$ cat src/rtl/gauss_ctrl_pkg.sv
// Shared types and constants for the 3x3 Gaussian frame sequencer.
package gauss_ctrl_pkg;

  localparam int unsigned CwDefault = 11;

  typedef enum logic [1:0] {
    StIdle,
    StFill,
    StFlush
  } ctrl_state_e;

  // Bit positions inside the {top, bottom, left, right} border vector.
  localparam int unsigned BorderTop   = 3;
  localparam int unsigned BorderBot   = 2;
  localparam int unsigned BorderLeft  = 1;
  localparam int unsigned BorderRight = 0;

endpackage

$ cat src/rtl/frame_pos_cnt.sv
// Column/row position counter: column wraps at COL_NUM-1 and carries into the row.
module frame_pos_cnt #(
  parameter int unsigned COL_NUM = 4,
  parameter int unsigned CW      = 11
) (
  input  logic          clk,
  input  logic          rst_n,
  input  logic          en_i,
  input  logic          clr_i,
  output logic [CW-1:0] col_o,
  output logic [CW-1:0] row_o
);

  localparam logic [CW-1:0] LastCol = CW'(COL_NUM - 1);

  logic [CW-1:0] col_d, col_q;
  logic [CW-1:0] row_d, row_q;

  // Clear has priority over a simultaneous advance.
  always_comb begin
    col_d = col_q;
    row_d = row_q;
    if (clr_i) begin
      col_d = '0;
      row_d = '0;
    end else if (en_i) begin
      if (col_q == LastCol) begin
        col_d = '0;
        row_d = row_q + CW'(1);
      end else begin
        col_d = col_q + CW'(1);
      end
    end
  end

  always_ff @(posedge clk or negedge rst_n) begin
    if (!rst_n) begin
      col_q <= '0;
      row_q <= '0;
    end else begin
      col_q <= col_d;
      row_q <= row_d;
    end
  end

  assign col_o = col_q;
  assign row_o = row_q;

endmodule

$ cat src/rtl/gauss_frame_ctrl.sv
// Frame sequencer: gates pixels into the window matrix, appends a zero flush row,
// and reports window centre coordinates, border flags and frame completion.
module gauss_frame_ctrl
  import gauss_ctrl_pkg::*;
#(
  parameter int unsigned COL_NUM = 4,
  parameter int unsigned ROW_NUM = 5,
  parameter int unsigned CW      = CwDefault
) (
  input  logic          clk,
  input  logic          rst_n,
  input  logic          start,
  input  logic          abort,
  input  logic          pix_valid,
  output logic          pix_ready,
  output logic          mat_valid,
  output logic          mat_zero,
  output logic          win_valid,
  output logic [CW-1:0] win_row,
  output logic [CW-1:0] win_col,
  output logic [3:0]    border,
  output logic          busy,
  output logic          done
);

  localparam longint unsigned CntMax = (64'd1 << CW) - 64'd1;

  if (COL_NUM < 2 || ROW_NUM < 2 || longint'(ROW_NUM + 1) > CntMax ||
      longint'(COL_NUM) > CntMax) begin : g_bad_params
    $error("gauss_frame_ctrl: COL_NUM/ROW_NUM must be >= 2 and fit in CW bits");
  end

  localparam logic [CW-1:0] LastCol = CW'(COL_NUM - 1);
  localparam logic [CW-1:0] LastRow = CW'(ROW_NUM - 1);

  ctrl_state_e   state_d, state_q;
  logic          beat, last_col, flush_end, cnt_clr;
  logic [CW-1:0] in_col, in_row;

  logic          win_valid_d, win_valid_q;
  logic [CW-1:0] win_row_d, win_row_q;
  logic [CW-1:0] win_col_d, win_col_q;
  logic [3:0]    border_d, border_q;
  logic          busy_d, busy_q;
  logic          done_d, done_q;

  assign pix_ready = (state_q == StFill);
  assign mat_zero  = (state_q == StFlush);
  assign mat_valid = (pix_ready & pix_valid) | mat_zero;
  assign beat      = mat_valid;
  assign last_col  = (in_col == LastCol);
  assign flush_end = mat_zero & last_col;
  // Counters return to zero at the end of the flush row so IDLE always sees (0,0).
  assign cnt_clr   = abort | flush_end;

  frame_pos_cnt #(
    .COL_NUM (COL_NUM),
    .CW      (CW)
  ) u_pos_cnt (
    .clk   (clk),
    .rst_n (rst_n),
    .en_i  (beat),
    .clr_i (cnt_clr),
    .col_o (in_col),
    .row_o (in_row)
  );

  always_comb begin
    state_d = state_q;
    unique case (state_q)
      StIdle: begin
        if (start && !abort) state_d = StFill;
      end
      StFill: begin
        if (abort) begin
          state_d = StIdle;
        end else if (beat && last_col && (in_row == LastRow)) begin
          state_d = StFlush;
        end
      end
      StFlush: begin
        if (abort || last_col) state_d = StIdle;
      end
      default: state_d = StIdle;
    endcase
  end

  always_comb begin
    win_valid_d = beat & (in_row != '0) & ~abort;
    win_row_d   = win_row_q;
    win_col_d   = win_col_q;
    border_d    = border_q;
    if (win_valid_d) begin
      win_row_d              = in_row - CW'(1);
      win_col_d              = in_col;
      border_d[BorderTop]    = (win_row_d == '0);
      border_d[BorderBot]    = (win_row_d == LastRow);
      border_d[BorderLeft]   = (win_col_d == '0);
      border_d[BorderRight]  = (win_col_d == LastCol);
    end
    done_d = win_valid_d & (win_row_d == LastRow) & (win_col_d == LastCol);
    busy_d = (state_d != StIdle) | done_d;
  end

  always_ff @(posedge clk or negedge rst_n) begin
    if (!rst_n) begin
      state_q     <= StIdle;
      win_valid_q <= 1'b0;
      win_row_q   <= '0;
      win_col_q   <= '0;
      border_q    <= '0;
      busy_q      <= 1'b0;
      done_q      <= 1'b0;
    end else begin
      state_q     <= state_d;
      win_valid_q <= win_valid_d;
      win_row_q   <= win_row_d;
      win_col_q   <= win_col_d;
      border_q    <= border_d;
      busy_q      <= busy_d;
      done_q      <= done_d;
    end
  end

  assign win_valid = win_valid_q;
  assign win_row   = win_row_q;
  assign win_col   = win_col_q;
  assign border    = border_q;
  assign busy      = busy_q;
  assign done      = done_q;

endmodule

$ cat config.mk
export PLATFORM = sky130hd
export DESIGN_NAME = gauss_frame_ctrl
export DESIGN_NICKNAME = d
export VERILOG_FILES = /design/src/rtl/gauss_ctrl_pkg.sv /design/src/rtl/frame_pos_cnt.sv /design/src/rtl/gauss_frame_ctrl.sv
export SDC_FILE = /design/constraint.sdc
export NUM_CORES = 1
export LEC_CHECK = 0
export ABC_AREA = 1
export BUFFER_PORTS_ARGS = -buffer_cell sky130_fd_sc_hd__buf_2
export CAP_MARGIN = 40
export CORE_MARGIN = 2
export CORE_UTILIZATION = 40
export CTS_BUF_LIST = sky130_fd_sc_hd__clkbuf_4
export DETAILED_ROUTE_END_ITERATION = 8
export MAX_ROUTING_LAYER = met4
export PLACE_DENSITY = 0.58
export SLEW_MARGIN = 15
export SYNTH_ARGS = -nofsm -noshare
export SYNTH_HDL_FRONTEND = slang
export SYNTH_SLANG_ARGS = --single-unit
$ cat constraint.sdc
create_clock -name clk -period 4.6 [get_ports clk]
set_clock_uncertainty 0.05 [all_clocks]
set_input_delay 1.38 -clock clk [delete_from_list [all_inputs] [get_ports clk]]
set_output_delay 1.38 -clock clk [all_outputs]
set_load 0.03 [all_outputs]
==> out/results.ini, run 1 <==
[run_status]
outcome=complete, no violations

[routing]
routedWlPerCell_um=12.5
firstDrtPassIters=4
viasPerCell=4.75
antenna_left=0
drc=0
first_iter_violations=120
vias=2602
wl_um=6830

[timing]
hold_viol_final=0
setup_viol_count_final=0
min_period_ns=3.49
rsz0062_at_grt=no
finalSetupTns_ns=0
maxSlewViolCount=0
fin_crit_sh_pct=76.0
max_freq_mhz=286
max_slew_margin_pct=64.9
worstMarginPinSlew_ns=0.522

[clocking]
worstSkewPairLatency_ns=0.37
cts_resized=0
h-tree-depth=2
cts_tree=yes
holdBufCountCts=0
clock_path_buffers=2
path_clk_slew_ns=0.14
numClockSinks=53
cts_buffers=5
ctsRootBufferMaster=clkbuf_4
postCtsSetupBuffers=0

[power]
leakagePower_uw=0.00181
ir_drop_v=0.000154
powerDensity_nw_per_um2=565

[job]
drv_cap=0

[finish]
multi_input_area_sq_um=1400
fillers=800
ff_latch_area_sq_um=1330
drive_gt1_share_pct=14.3
layout.nets=456
finish.utilization_pct=44.9
final_cells=548
antenna_cells=0
areaGrowthSynthToFinish_pct=10.6

[synthesis]
ys_seq_area_share_pct=42.9
synth_edf_count=0
ys_seq_elements=53
synth_area_per_cell_sq_um=7.52
synth_cell_types=36
yosysWarnings=0
synth_nets=422
syn_area_sq_um=3090
async_reset_ff_share_pct=100
synthFlopType=dfrtp_1
synth_cells=411

[critical_path]
worstPathMaxFanout=7
worstReg2RegEnd=u_pos_cnt.row_o[4]
cp.arrival_ns=2.06
timing.rr.start=u_pos_cnt.col_o[1]
crit_required_ns=3.17
path_class=in2out
reg2regPathDepth=11
ff2ff_setup_slack_ns=2.17
crit_path_end_kind=output pin
cp-start-kind=input port

[min_path]
hold_depth=2
hold_end=border[2]
holdCritPathClass=reg2reg
min_from=border[2]

[placement]
dpl.cell_count=540
hpwl_um=5140
gp_congestion=0.807
io_buffers=36

[global_route]
overflow=0
grt_pass1_wl_um=11600
grt_max_degree=33
track_usage_pct=17.5
grt_pass1_vias=2335
antenna_found_initial=0

[die]
coreArea_sq_um=7610
die_area_sq_um=8440
io_pins=37
start_util_pct=40.6
die_h_um=91.9
num_rows=32
die_w_um=91.9

[synth_stat cells, types with 2 or more instances]
| cell | n | area, sq um |
|---|---|---|
| nand2_1 | 108 | 405 |
| inv_1 | 67 | 251 |
| dfrtp_1 | 53 | 1330 |
| nand3_1 | 38 | 190 |
| nor2_1 | 33 | 124 |
| o21ai_1 | 13 | 65.1 |
| nor3_1 | 11 | 55.1 |
| o21ai_0 | 11 | 55.1 |
| xor2_1 | 11 | 96.3 |
| nand4_1 | 9 | 56.3 |
| buf_6 | 6 | 67.6 |
| ha_1 | 6 | 75.1 |
| a21oi_1 | 5 | 25.0 |
| nand3b_1 | 5 | 37.5 |
| nand2_2 | 4 | 25.0 |
| buf_2 | 3 | 15.0 |
| inv_2 | 3 | 11.3 |
| nor4_1 | 3 | 18.8 |
| a31oi_1 | 2 | 12.5 |
| nand2_4 | 2 | 22.5 |
| nor2_2 | 2 | 12.5 |
| nor2_4 | 2 | 22.5 |
[layout make-up]
| cell class | count | area share (%) |
|---|---|---|
| Clock inverter | 2 | 0.989 |
| Tap cell | 102 | 3.73 |
| Timing Repair Buffer | 38 | 6.30 |
| Multi-Input combinational cell | 276 | 41.0 |
| Inverter | 71 | 7.84 |
| Sequential cell | 53 | 38.8 |
| Clock buffer | 6 | 1.32 |
[how the worst max path moves through the flow]
stage,from,end,slack [ns]
after floorplan,pix_valid,mat_valid,1.38
after global placement,pix_valid,mat_valid,1.11
after detailed placement,pix_valid,mat_valid,1.11
after CTS,pix_valid,mat_valid,1.10
after global routing,pix_valid,mat_valid,1.06
final,pix_valid,mat_valid,1.11
[kinds of logic after synthesis]
group	share of synthesized area, %
buf+inv	11.7
compound gates	7.41
flops	42.9
simple gates	32.1
fa+ha+maj	2.43
xor+xnor	3.40
[flip-flops by register name (all words and copies together), names as in the netlist]
register	cells
border	4
busy	1
done	1
state_q	2
u_pos_cnt.col_o	11
u_pos_cnt.row_o	11
win_col	11
win_row	11
win_valid	1
[per-stage QoR]
step	area (sq um)	setup slack, ns	hold WS [ns]	power, uW
detailed placement	3340	1.11	0.410	1680
global placement	3310	1.11	0.409	1670
CTS	3420	1.10	0.445	1950
global route	3420	1.06	0.466	2100
finish	3420	1.11	0.440	1930
floorplan	3090	1.38	0.473	1450
[routing by layer]
layer  share of wire, %  global-route usage, %  vias up
li1                   -                      -     1359
met1                 52                   26.2     1190
met2                 44                   24.8       51
met3                4.1                   2.79        2
met4               0.48                   4.48        0
met5                  0                      -        -
[worst max-delay path, stage by stage]
cell,delay [ns]
buf_2,0.09
nand3_2,0.10
nand2_1,0.24
buf_2,0.25
[report_power, final]
part / internal (uW) / switching, uW
sequential: 601 / 104
combinational: 288 / 674
clock: 119 / 145
[placed cells by master (no fill, tap or decap)]
cell       instances
nand2_2            4
o21ai_1           13
nor4_1             3
bufinv_16          1
a21oi_4            1
dfrtp_1           53
nand3b_1           5
buf_4              1
inv_2              3
nand2_4            2
and3_1             1
nor2_4             2
o21ai_0           11
a21oi_1            5
nand4_1            9
nor2_1            33
clkinv_1           1
nor2_2             2
buf_16             1
o21a_1             1
nand2_1          108
ha_1               6
inv_1             67
clkinv_2           1
o21ai_2            1
nor3_1            11
xnor2_1            1
clkbuf_4           6
buf_2             36
o31ai_1            1
a22oi_1            1
o21ai_4            1
nand3_1           38
a31oi_1            2
xor2_1            11
o21bai_1           1
or2_2              1
nand3_2            1
(Power assumes the default switching activity.)
==> run 2, diff against run 1 <==
- clock period: 4.6 -> 3.37 ns (I/O delays scaled with it)
==> run 2 against run 1 <==
  * Register-to-register slack worse by 1.0 ns
  * Utilization down 0.48 points
  * Sequential share of layout area up 0.42 points
  * Cell area down 1.1%
  * Cell count up 0.18%
  * Global-route usage down 0.14 points
  * Combinational power up 37%
  * Critical path depth unchanged
  * Via count up 1.3%
  * Non-clock buffer count up 1
  * Routed wire length down 1.8%
  * Worst setup slack worse by 0.34 ns
  * Highest routed layer unchanged
==> out/results.ini, run 2 (synthesis gave the netlist of run 1 again) <==
[global_route]
grt_pass1_wl_um=11600  ; -0.30%
grt_max_degree=36  ; +9.1%
track_usage_pct=17.4  ; -0.14 points
antenna_found_initial=0  ; unchanged
overflow=0  ; unchanged
grt_pass1_vias=2455  ; +5.1%

[routing]
vias=2637  ; +1.3%
routedWlPerCell_um=12.2  ; -2.0%
antenna_left=0  ; unchanged
first_iter_violations=87  ; -28%
met3_length_um=245  ; -13%
wl_um=6710  ; -1.8%
drc=0  ; unchanged
firstDrtPassIters=4  ; unchanged
highest_layer=met4
wl_met1_um=3510  ; -0.65%
met2WireLength_um=2870  ; -4.0%
viasPerCell=4.80  ; +1.2%

[clocking]
postCtsSetupBuffers=0  ; unchanged
holdBufCountCts=0  ; unchanged
cts_buffers=5  ; unchanged
cts_tree=yes
cts_resized=0  ; unchanged
clock_path_buffers=2  ; unchanged
numClockSinks=53  ; unchanged
worstSkewPairLatency_ns=0.37  ; about the same
h-tree-depth=2  ; unchanged
ctsRootBufferMaster=clkbuf_4
path_clk_slew_ns=0.16  ; +0.02 ns

[power]
powerDensity_nw_per_um2=760  ; +35%
ir_drop_v=0.000204  ; +32%
finalPower_uw=2570  ; +33%
leakagePower_uw=0.00180  ; -0.84%

[finish]
areaGrowthSynthToFinish_pct=9.44
drive_gt1_share_pct=14.8  ; +0.42 points
antenna_cells=0  ; unchanged
final_common_cell=nand2_1
layout.nets=457  ; +0.22%
final_cell_mix=nand2_1 (108), inv_1 (67), dfrtp_1 (53), nand3_1 (38), buf_2 (36)
fillers=820  ; +2.5%
finish.utilization_pct=44.4  ; -0.48 points

[run_status]
outcome=complete, no violations

[die]
die_area_sq_um=8440  ; unchanged
io_pins=37  ; unchanged
coreArea_sq_um=7610  ; unchanged
num_rows=32  ; unchanged
die_w_um=91.9  ; unchanged
die_h_um=91.9  ; unchanged
start_util_pct=40.6  ; unchanged

[min_path]
min_from=border[3]
holdCritPathClass=reg2reg

[timing]
min_period_ns=2.60
maxSlewViolCount=0  ; unchanged
max_freq_mhz=384
setup_viol_count_final=0  ; unchanged
worstMarginPinSlew_ns=0.587  ; +0.0644 ns
fin_crit_sh_pct=77.2
finalSetupTns_ns=0  ; unchanged
max_slew_margin_pct=60.5  ; -4.3 points
hold_viol_final=0  ; unchanged
rsz0062_at_grt=no

[job]
drv_cap=0  ; unchanged

[critical_path]
worstPathMaxFanout=2  ; -5
startpoint=pix_valid
cp-start-kind=input port
path_class=in2out
cp.arrival_ns=1.54  ; -0.52 ns
crit_path_end_kind=output pin
timing.rr.start=state_q[1]
ff2ff_setup_slack_ns=1.16  ; -1.01 ns
crit_required_ns=2.31  ; -0.86 ns

[placement]
gp_congestion=0.861  ; +6.7%
hpwl_um=5100  ; -0.86%
io_buffers=36  ; unchanged

## run 2: area by class of cell
type                            instances  area [sq um]  share of cell area (%)
Sequential cell                        53          1330                    39.2
Clock inverter                          3          17.5                   0.518
Tap cell                              102           128                    3.77
Clock buffer                            5          37.5                    1.11
Multi-Input combinational cell        276          1400                    41.5
Timing Repair Buffer                   39           203                    6.00
Inverter                               71           268                    7.92
## run 2: power breakdown
part | total [uW] | internal [uW] | switching, uW
registers | 958 | 820 | 138
logic | 1320 | 393 | 930
clock network | 290 | 79.4 | 210
total | 2570 | 1290 | 1280
## run 2: path summary, 6_finish.rpt
path / endpoint / cells past startpoint
hold / removal: border[3] / 2
hold reg to reg: border[3] / 2
max in group asynchronous: win_col[4] / 2
setup / recovery: mat_valid / 4
setup reg to reg: busy / 11
min in group asynchronous: win_row[9] / 1
## run 2: critical path: stages
cell	delay, ns
buf_2	0.08
nand3_2	0.10
nand2_1	0.13
buf_2	0.22
## run 2: routing by layer
layer,GRT usage [%],up-vias
li1,-,1371
met1,24.4,1207
met2,26.0,51
met3,3.12,8
met4,4.60,0
met5,-,-
## run 2: stage by stage
| stage | instances | area (sq um) | worst slack (ns) | hold slack (ns) |
|---|---|---|---|---|
| floorplan | 411 | 3090 | 0.891 | 0.473 |
| global placement | 541 | 3330 | 0.676 | 0.416 |
| detailed placement | 541 | 3330 | 0.638 | 0.411 |
| CTS | 549 | 3380 | 0.753 | 0.449 |
| global route | 549 | 3380 | 0.747 | 0.486 |
| finish | 549 | 3380 | 0.767 | 0.444 |
